**src/rtl/serial_load_lut_dbuf_pkg.sv**
```systemverilog
// Shared definitions for the double-buffered serial-load LUT:
// table-width helper and the default TinyTapeout pin mapping.
package serial_load_lut_dbuf_pkg;

  // Configuration frame length: one OUT_W-bit entry per select code.
  function automatic int unsigned cfg_w(input int unsigned sel_w, input int unsigned out_w);
    return out_w * (32'd1 << sel_w);
  endfunction

  // Default TinyTapeout pin-out (SEL_W = 4, OUT_W = 4).
  localparam int unsigned TT_IO_W        = 8;
  localparam int unsigned TT_IN_D        = 0;
  localparam int unsigned TT_IN_CLK      = 1;
  localparam int unsigned TT_IN_RST_N    = 2;
  localparam int unsigned TT_IN_CS_N     = 3;
  localparam int unsigned TT_IN_SEL_LSB  = 4;
  localparam int unsigned TT_IN_SEL_MSB  = 7;
  localparam int unsigned TT_OUT_LSB     = 0;
  localparam int unsigned TT_OUT_MSB     = 3;
  localparam int unsigned TT_OUT_Q       = 4;
  localparam int unsigned TT_OUT_CFG_VLD = 5;
  localparam int unsigned TT_OUT_FRM_ERR = 6;

endpackage

```
**src/rtl/serial_frame_rx.sv**
```systemverilog
// Serial frame receiver: shadow shifter, saturating bit counter,
// cs_n release detection and frame-length qualification.
module serial_frame_rx #(
  parameter int unsigned CFG_W = 64
) (
  input  logic             clk,
  input  logic             rst_n,
  input  logic             cs_n,
  input  logic             d,
  output logic [CFG_W-1:0] shadow,
  output logic             commit_pulse,
  output logic             len_ok
);

  localparam int unsigned      CNT_W    = $clog2(CFG_W + 2);
  localparam logic [CNT_W-1:0] CNT_MAX  = CNT_W'(CFG_W + 1);
  localparam logic [CNT_W-1:0] CNT_FULL = CNT_W'(CFG_W);

  logic [CNT_W-1:0] cnt;
  logic             cs_q;

  // Shift while selected; counter saturates one past a full frame so
  // over-long frames can never alias back to the correct length.
  always_ff @(posedge clk or negedge rst_n) begin
    if (!rst_n) begin
      shadow <= '0;
      cnt    <= '0;
      cs_q   <= 1'b1;
    end else begin
      cs_q <= cs_n;
      if (!cs_n) begin
        shadow <= {shadow[CFG_W-2:0], d};
        if (cnt != CNT_MAX) cnt <= cnt + CNT_W'(1);
      end else begin
        cnt <= '0;
      end
    end
  end

  assign commit_pulse = ~cs_q & cs_n;
  assign len_ok       = (cnt == CNT_FULL);

endmodule

```
**src/rtl/serial_load_lut_dbuf.sv**
```systemverilog
// Double-buffered serial-load LUT: frames commit atomically from the
// shadow register to the active table, which alone drives the lookup.
module serial_load_lut_dbuf
  import serial_load_lut_dbuf_pkg::*;
#(
  parameter int unsigned SEL_W   = 4,
  parameter int unsigned OUT_W   = 4,
  parameter bit          REG_OUT = 1'b0
) (
  input  logic             clk,
  input  logic             rst_n,
  input  logic             cs_n,
  input  logic             d,
  input  logic [SEL_W-1:0] sel,
  output logic [OUT_W-1:0] out,
  output logic             q,
  output logic             cfg_valid,
  output logic             frame_err
);

  localparam int unsigned CFG_W = cfg_w(SEL_W, OUT_W);
  localparam int unsigned DEPTH = 32'd1 << SEL_W;

  logic [CFG_W-1:0] shadow;
  logic [CFG_W-1:0] active;
  logic             commit_pulse;
  logic             len_ok;
  logic [OUT_W-1:0] lookup;

  serial_frame_rx #(.CFG_W(CFG_W)) u_rx (
    .clk          (clk),
    .rst_n        (rst_n),
    .cs_n         (cs_n),
    .d            (d),
    .shadow       (shadow),
    .commit_pulse (commit_pulse),
    .len_ok       (len_ok)
  );

  // Only a correct-length frame replaces the table; a bad one just flags.
  always_ff @(posedge clk or negedge rst_n) begin
    if (!rst_n) begin
      active    <= '0;
      cfg_valid <= 1'b0;
      frame_err <= 1'b0;
    end else if (commit_pulse) begin
      if (len_ok) begin
        active    <= shadow;
        cfg_valid <= 1'b1;
        frame_err <= 1'b0;
      end else begin
        frame_err <= 1'b1;
      end
    end
  end

  // Entry i lives at active[i*OUT_W +: OUT_W].
  always_comb begin
    lookup = '0;
    for (int unsigned i = 0; i < DEPTH; i++) begin
      if (sel == SEL_W'(i)) lookup = active[i*OUT_W +: OUT_W];
    end
  end

  if (REG_OUT) begin : g_reg_out
    logic [OUT_W-1:0] out_q;

    // Registered lookup samples the pre-edge table on a commit edge.
    always_ff @(posedge clk or negedge rst_n) begin
      if (!rst_n) out_q <= '0;
      else        out_q <= lookup;
    end

    assign out = out_q;
  end else begin : g_comb_out
    assign out = lookup;
  end

  assign q = shadow[CFG_W-1];

endmodule

```
**config.mk**
```make
export PLATFORM = sky130hd
export DESIGN_NAME = serial_load_lut_dbuf
export DESIGN_NICKNAME = d
export VERILOG_FILES = /design/src/rtl/serial_load_lut_dbuf_pkg.sv /design/src/rtl/serial_frame_rx.sv /design/src/rtl/serial_load_lut_dbuf.sv
export SDC_FILE = /design/constraint.sdc
export NUM_CORES = 1
export LEC_CHECK = 0
export CAP_MARGIN = 30
export CORE_MARGIN = 5
export CORE_UTILIZATION = 60
export DETAILED_ROUTE_END_ITERATION = 6
export DONT_BUFFER_PORTS = 1
export PLACE_DENSITY = 0.76
export SYNTH_ARGS = -nofsm -noshare
export SYNTH_HDL_FRONTEND = slang
export SYNTH_HIERARCHICAL = 1
export SYNTH_SLANG_ARGS = --single-unit
```
**constraint.sdc**
```tcl
create_clock -name clk -period 2.8 [get_ports clk]
set_clock_uncertainty 0.1 [all_clocks]
set_input_delay 0.28 -clock clk [delete_from_list [all_inputs] [get_ports clk]]
set_output_delay 0.28 -clock clk [all_outputs]
set_load 0.05 [all_outputs]
```
# Word level (Yosys, flattened, before mapping)
# Cells that the tools add are included.
# word_totals
ff_bits	138
in_bits	8
out_inout_bits	7
# op_classes
addsub	1
n_eq_ne	17
mux	19
bitwise	2
n_reduce_logical	3
# ops
operator	count
4-bit two-way mux	16
4-bit equality test (second input constant)	8
4-bit by 3-bit equality test with 1-bit output (second input constant)	4
7-bit two-way mux	2
4-bit by 2-bit equality test with 1-bit output (second input constant)	2
7-bit by 1-bit adder with 7-bit output (second input constant)	1
7-bit equality test (second input constant)	1
7-bit inequality test (second input constant)	1
4-bit by 1-bit equality test with 1-bit output (second input constant)	1
4-bit logical NOT	1
2-bit AND reduction	1
2-bit nonzero test	1
1-bit AND	1
1-bit two-way mux	1
1-bit inverter	1

# Logic depth before layout (Yosys ltp)
# Gate-level depths: netlist of the first run.
# logic_depth
ltp_word	17
mapped_depth	8
ltp_nobuf	5

# Cells and area by module
# Netlist of the first run, hierarchy kept.
# by_module_without_submodules
module	n_inst	cells_per_inst	area_per_inst_um2	seq_area_each_um2
serial_load_lut_dbuf	1	238	3201.8	1651.6
serial_frame_rx	1	180	2926.6	1803.0

# Least setup slack after synthesis of the first run
# OpenSTA, ideal clock, no wires.
# synth_timing
path_type	input -> output
startpoint	input port sel[0]
endpoint	output port out[1]
t_arrival_ns	2.233
required_time_ns	2.420
slack_ns	0.187
stages	6
cell_sequence	buf_6 -> buf_4 -> nor3b_1 -> or2_2 -> a21oi_1 -> a211oi_1
# synth_via
elab_chain_len	17
# synth_lines
element	line	source
start, declared	serial_load_lut_dbuf.sv:14	input logic [SEL_W-1:0] sel,
4-bit logical NOT	serial_load_lut_dbuf.sv:61	if (sel == SEL_W'(i)) lookup = active[i*OUT_W +: OUT_W];
4-bit two-way mux (15 in a row)	serial_load_lut_dbuf.sv:61	
4-bit two-way mux *	serial_load_lut_dbuf.sv:61	
end, declared	serial_load_lut_dbuf.sv:15	output logic [OUT_W-1:0] out,
# Mark *: on every way between the ends. The rest lies on a longest branch, timed or not.

# Worst setup path in the final report of the first run
# layout_timing
startpoint	register active[61]
endpoint	output port out[1]
# layout_via
elab_chain_len	1
# layout_lines
element	line	source
start, declared	serial_load_lut_dbuf.sv:25	logic [CFG_W-1:0] active;
start signal, assigned	serial_load_lut_dbuf.sv:48	active <= shadow;
4-bit two-way mux	serial_load_lut_dbuf.sv:61	
# Every way passes these cells.

==> results of run 1 <==
## sequential cells by signal, indices dropped and copies added (netlist names)
| name | count |
|---|---|
| u_rx/cs_q | 1 |
| u_rx/cnt | 7 |
| u_rx/shadow | 64 |
| frame_err | 1 |
| active | 64 |
| cfg_valid | 1 |
## report_power, final
part	internal, W	leakage [nW]	switching (W)
Combinational	0.000218	1.16	0.000117
Clock	0.00119	0.259	0.000812
Sequential	0.00218	1.87	0.000148
Total	0.00359	3.29	0.00108
## cells in the final DEF (no fill, tap or decap), types with 3 or more instances in the layout
master      instances
dfrtp_1           137
mux2_2            105
mux2_4             25
clkbuf_16          16
nor2_1             14
mux2i_1            12
nand2b_1           11
mux4_2              8
a21oi_1             8
nand2_1             7
clkinv_2            7
inv_1               6
nor2b_1             6
o21ai_0             4
clkinvlp_4          4
buf_4               4
o22ai_1             3
nor3b_1             3
nor4_1              3
ha_1                3
## cells by family (layout without fill, tap and decap cells)
family	count (synthesis)	count (layout)
AOI/OAI and AO/OA	33	33
xor gates and xnor gates	2	2
adders and majority gates	3	3
buffers and inverters	33	46
DFF	138	138
muxes	150	150
and+or+nand+nor	59	59
## stage by stage
step | hold slack (ps) | total power [W] | setup slack (ps) | cell area (sq um)
final | -664 | 0.00467 | 286 | 6770
after global routing | -697 | 0.00488 | 198 | 6770
after CTS | -689 | 0.00472 | 263 | 6770
after detailed placement | -111 | 0.00268 | 848 | 6190
after global placement | -112 | 0.00265 | 894 | 6190
after floorplan | -116 | 0.00262 | 187 | 6130
## worst reg2reg max path, delay by kind of cell (launching register included)
kind | cells | cell delay (ps)
and+or+nand+nor | 2 | 300
DFF | 1 | 430
adders and majority gates | 1 | 200
muxes | 1 | 440
buffers and inverters | 2 | 400
## per-layer routing
metal,wire length (microns),vias to the layer above,part of all wire [%]
met2,5270,55,50
met1,4650,1726,44
li1,-,1506,-
met5,0,-,0
met3,389,18,3.7
met4,228,0,2.2
## final cells by class
| cell class | instances | area [sq um] |
|---|---|---|
| multi-input combinational | 247 | 2490 |
| inverter | 6 | 22.5 |
| timing repair buffer | 8 | 97.6 |
| sequential | 138 | 3450 |
| tap | 133 | 166 |
| clock buffer | 19 | 432 |
| clock inverter | 13 | 104 |
| fill | 671 | 3090 |
## how the worst max path moves through the flow
stage,depth (start not counted),startpoint,to,slack [ps]
after floorplan,6,sel[0],out[1],190
after global placement,6,u_rx/cnt[0]$_DFFE_PN0P_,active[2]$_DFFE_PN0P_,890
after detailed placement,5,active[61]$_DFFE_PN0P_,out[1],850
after CTS,5,active[61]$_DFFE_PN0P_,out[1],260
after global routing,5,active[61]$_DFFE_PN0P_,out[1],200
final,5,active[61]$_DFFE_PN0P_,out[1],290
==> results.toml, run 1 <==
[synth]
yosys.area_share.adder_pct = 0.612
synth.area.mux_share_pct = 30.3
synth_compound_area_share_pct = 3.74
avgSynthCellArea_sq_um = 14.7
yosys.area.top_type_share_pct = 55.9
ys.flop_type = "dfrtp_1"
ys_seq_area_share_pct = 56.4
synth_edf_count = 0
synth_top_family_by_area = "multiplexers"
yosys_warnings = 6
ys_top_cells_by_area = "dfrtp_1 (56%), mux2_2 (19%), mux2_4 (6.1%)"
synth-simple-area-share_pct = 5.49
synth-seq-cells = 138
synth.net_count = 429
synth_cells = 418
synth_top_area_cell = "dfrtp_1"
synth-xor-area-share_pct = 0.286
synthesis.area_sq_um = 6130
ys_types = 49
synth.most_common_cell = "dfrtp_1"
synth_top_cells_by_count = "dfrtp_1 (137), mux2_2 (105), mux2_4 (25)"
synth_async_sr_flop_share_pct = 100

[min_path]
hp-class = "in -> async"

[timing]
slew_headroom_pct = 66.9
report.final.slew_viol_count = 0
setup_viol = 0
hold_viol = 138
whs_ps = -664
max_freq_mhz = 398
fin_crit_sh_pct = 89.8
rsz0062_at_grt = "no"
worst_pin_slew_ps = 496
setup_tns_ps = 0
period_needed_ps = 2510

[critical_path]
cp_num_buf_inv = 1
rr_worst_depth = 6
cp-end-kind = "output pin"
cp_slowest_cell = "mux4_2"
slowest_delay_ps = 480
required_ps = 2420
worstSetupPathType = "reg -> out"
worstReg2RegStart = "u_rx/cnt[0]$_DFFE_PN0P_"
reg2reg_to = "active[50]$_DFFE_PN0P_"
path_cells = "mux4_2 > a32o_1 > a21oi_1 > a211oi_2 > buf_4"
path_delay_family = "compound AO/OA/AOI/OAI gates"
r2r_slack_ps = 820
cp_max_fo = 3
cp.arrival_ps = 2130
worst_setup_path_start_kind = "register"

[final_layout]
antenna_cells = 0
syn_to_final_growth_pct = 10.5
stdcell_count = 564
drive_gt1_share_pct = 43.2
nNetsFinal = 429
final_core_util_pct = 68.6

[run]
drv_cap = 0

[grt]
grt_use_met2_pct = 29.2
busiest_layer = "met2"
grt_util_met1_pct = 24.7
track_usage_pct = 18.9
met3_usage_pct = 6.06
grt_overflow = 0
grt_pass1_vias = 3464
grt_max_degree = 139
antenna_found_initial = 0
grt_pass1_wl_microns = 18100

[drt]
wl_per_cell_microns = 18.7
vias = 3305
ant_nets = 0
firstDrtPassIters = 5
drt_wl_total_microns = 10500
drtIter0Drc = 232
via_per_inst = 5.86
drc = 0

[clock_network]
cts_tree = "yes"
numCtsBuffers = 17
htreeDepth = 4
clkTransAtPathRegs_ps = 60
postCtsSetupBuffers = 0
ctsResizeCount = 0
ctsHoldBuffers = 3
clock_sinks = 138
clockBufferDepth = 2
insertion_delay_ps = 540
cts-root-buf = "clkbuf_8"

[floorplan]
coreArea_sq_um = 9860
die_area_sq_um = 12300
io_pins = 15
die_h_microns = 111
start_util_pct = 62.1
rows = 36
die_x_microns = 111

[power_and_ir_drop]
power_density_nw_per_um2 = 689
peakVddDrop_mv = 0.620
p_leak_nw = 3.29

[place]
hpwlAfterDp_microns = 6350
dp.cells = 529
gp_congestion = 0.767
io_buffers = 0

[outcome]
violations = "hold timing"
status = "finished, violations left"
Power figures use the tool's default switching activity.
==> run 2: changes to the inputs <==
Settings changed: CTS_CLUSTER_SIZE set to 8.
Clock period 2.8 ns to 3 ns, I/O delays scaled along.
==> results.toml, run 2 (synthesized netlist as in run 1, its figures left out) <==
[drt]
wl_met1_microns = 5000
firstDrtPassIters = 4
drtIter0Drc = 232
ant_nets = 0
top_layer = "met4"
wl_met2_microns = 5510
via_per_inst = 5.88
wl_per_cell_microns = 19.6
met3WireLength_microns = 358
drc = 0
drt_wl_total_microns = 11100
vias = 3317

[critical_path]
worstSetupPathType = "reg -> out"
cp.arrival_ps = 2130
cp_max_fo = 3
cp_num_buf_inv = 1
cp_slowest_cell = "mux4_2"
cp-end-kind = "output pin"
slowest_delay_ps = 470
worst_setup_path_start_kind = "register"
path_cells = "mux4_2 > a32o_1 > a211oi_2 > a211oi_2 > buf_4"
required_ps = 2600
path_delay_family = "compound AO/OA/AOI/OAI gates"
crit_top_cell = "a211oi_2"

[clock_network]
clock_sinks = 138
cts_tree = "yes"
ctsHoldBuffers = 3
ctsResizeCount = 0
cts-root-buf = "clkbuf_8"
clkTransAtPathRegs_ps = 60
clockBufferDepth = 2
insertion_delay_ps = 530
htreeDepth = 4
postCtsSetupBuffers = 0
numCtsBuffers = 17

[final_layout]
nNetsFinal = 429
antenna_cells = 0
drive_gt1_share_pct = 43.4
stdcell_count = 564
reg_top3 = "active (64), u_rx/shadow (64), u_rx/cnt (7)"
final_cell_area_sq_um = 6910
layout_commonest_cell = "dfrtp_1"
final_cell_mix = "dfrtp_1 (137), mux2_2 (105), mux2_4 (25), clkbuf_16 (16), nor2_1 (14)"
syn_to_final_growth_pct = 12.7

[place]
hpwlAfterDp_microns = 6260
dpl_cell_area_sq_um = 6190
io_buffers = 0
dp.cells = 529
gp_congestion = 0.764

[power_and_ir_drop]
p_leak_nw = 3.35
power_density_nw_per_um2 = 702
p_clk_share_pct = 48.7
power_frac_comb_pct = 6.4
power_frac_seq_pct = 44.9
peakVddDrop_mv = 0.578
swShare_pct = 21.9
p_sw_w = 0.00106
power.internal_w = 0.00379

[grt]
grt_overflow = 0
antenna_found_initial = 0
grt_pass1_wl_microns = 18800
grt_max_degree = 139
track_usage_pct = 19.5
grt_pass1_vias = 3567

[floorplan]
die_h_microns = 111
start_util_pct = 62.1
coreArea_sq_um = 9860
die_area_sq_um = 12300
die_x_microns = 111
io_pins = 15
rows = 36

[timing]
whs_ps = -640
report.final.slew_viol_count = 0
rsz0062_at_grt = "no"
period_needed_ps = 2530
slew_headroom_pct = 66.6
hold_viol = 138
setup_tns_ps = 0
fin_crit_sh_pct = 84.2
setup_viol = 0
max_freq_mhz = 396
worst_pin_slew_ps = 501

[outcome]
status = "finished, violations left"
violations = "hold timing"

[run]
drv_cap = 0

[min_path]
hp-class = "in -> async"
run 2: final cells by class:
cell class | instances | area [sq um]
Timing Repair Buffer | 8 | 97.6
Clock inverter | 14 | 244
Inverter | 6 | 22.5
Fill cell | 647 | 2960
Clock buffer | 18 | 428
Multi-Input combinational cell | 247 | 2490
Sequential cell | 138 | 3450
Tap cell | 133 | 166
run 2: worst register-to-register path: stages, from the launching register on:
cell     delay [ps]
dfrtp_1         410
inv_1            80
ha_1            200
and4b_2         220
nand2_2          90
buf_12          320
mux2_2          440
run 2: path summary, 6_finish.rpt:
check	cells after the start	slack [ps]	endpoint	startpoint
hold / removal	0	-640	u_rx/cnt[6]$_DFFE_PN0P_	rst_n
max in group asynchronous	0	3200	active[26]$_DFFE_PN0P_	rst_n
hold reg to reg	1	400	active[58]$_DFFE_PN0P_	active[58]$_DFFE_PN0P_
min in group clk	2	350	u_rx/shadow[0]$_DFFE_PN0N_	d
setup reg to reg	6	1030	active[27]$_DFFE_PN0P_	u_rx/cnt[0]$_DFFE_PN0P_
setup / recovery	5	470	out[1]	active[61]$_DFFE_PN0P_
run 2: layer usage:
metal	GRT usage, %	up-vias
met1	26.1	1759
met2	30.3	44
met3	5.84	17
li1	-	1497
met5	0	-
met4	7.38	0
run 2: power by group through the flow:
stage                     Sequential, W  Clock, W  Combinational, W
after floorplan                 0.00215         0          0.000296
after global placement          0.00220         0          0.000273
after detailed placement        0.00221         0          0.000283
after CTS                       0.00218   0.00240          0.000314
after global routing            0.00220   0.00248          0.000338
final                           0.00217   0.00236          0.000311
run 2: through the flow:
| stage | utilization (%) | setup slack, ps | power (W) |
|---|---|---|---|
| floorplan | - | 347 | 0.00245 |
| global placement | 62.7 | 1070 | 0.00247 |
| detailed placement | 62.7 | 1010 | 0.00249 |
| CTS | 70.0 | 428 | 0.00489 |
| global route | 70.0 | 405 | 0.00502 |
| finish | 70.0 | 473 | 0.00485 |
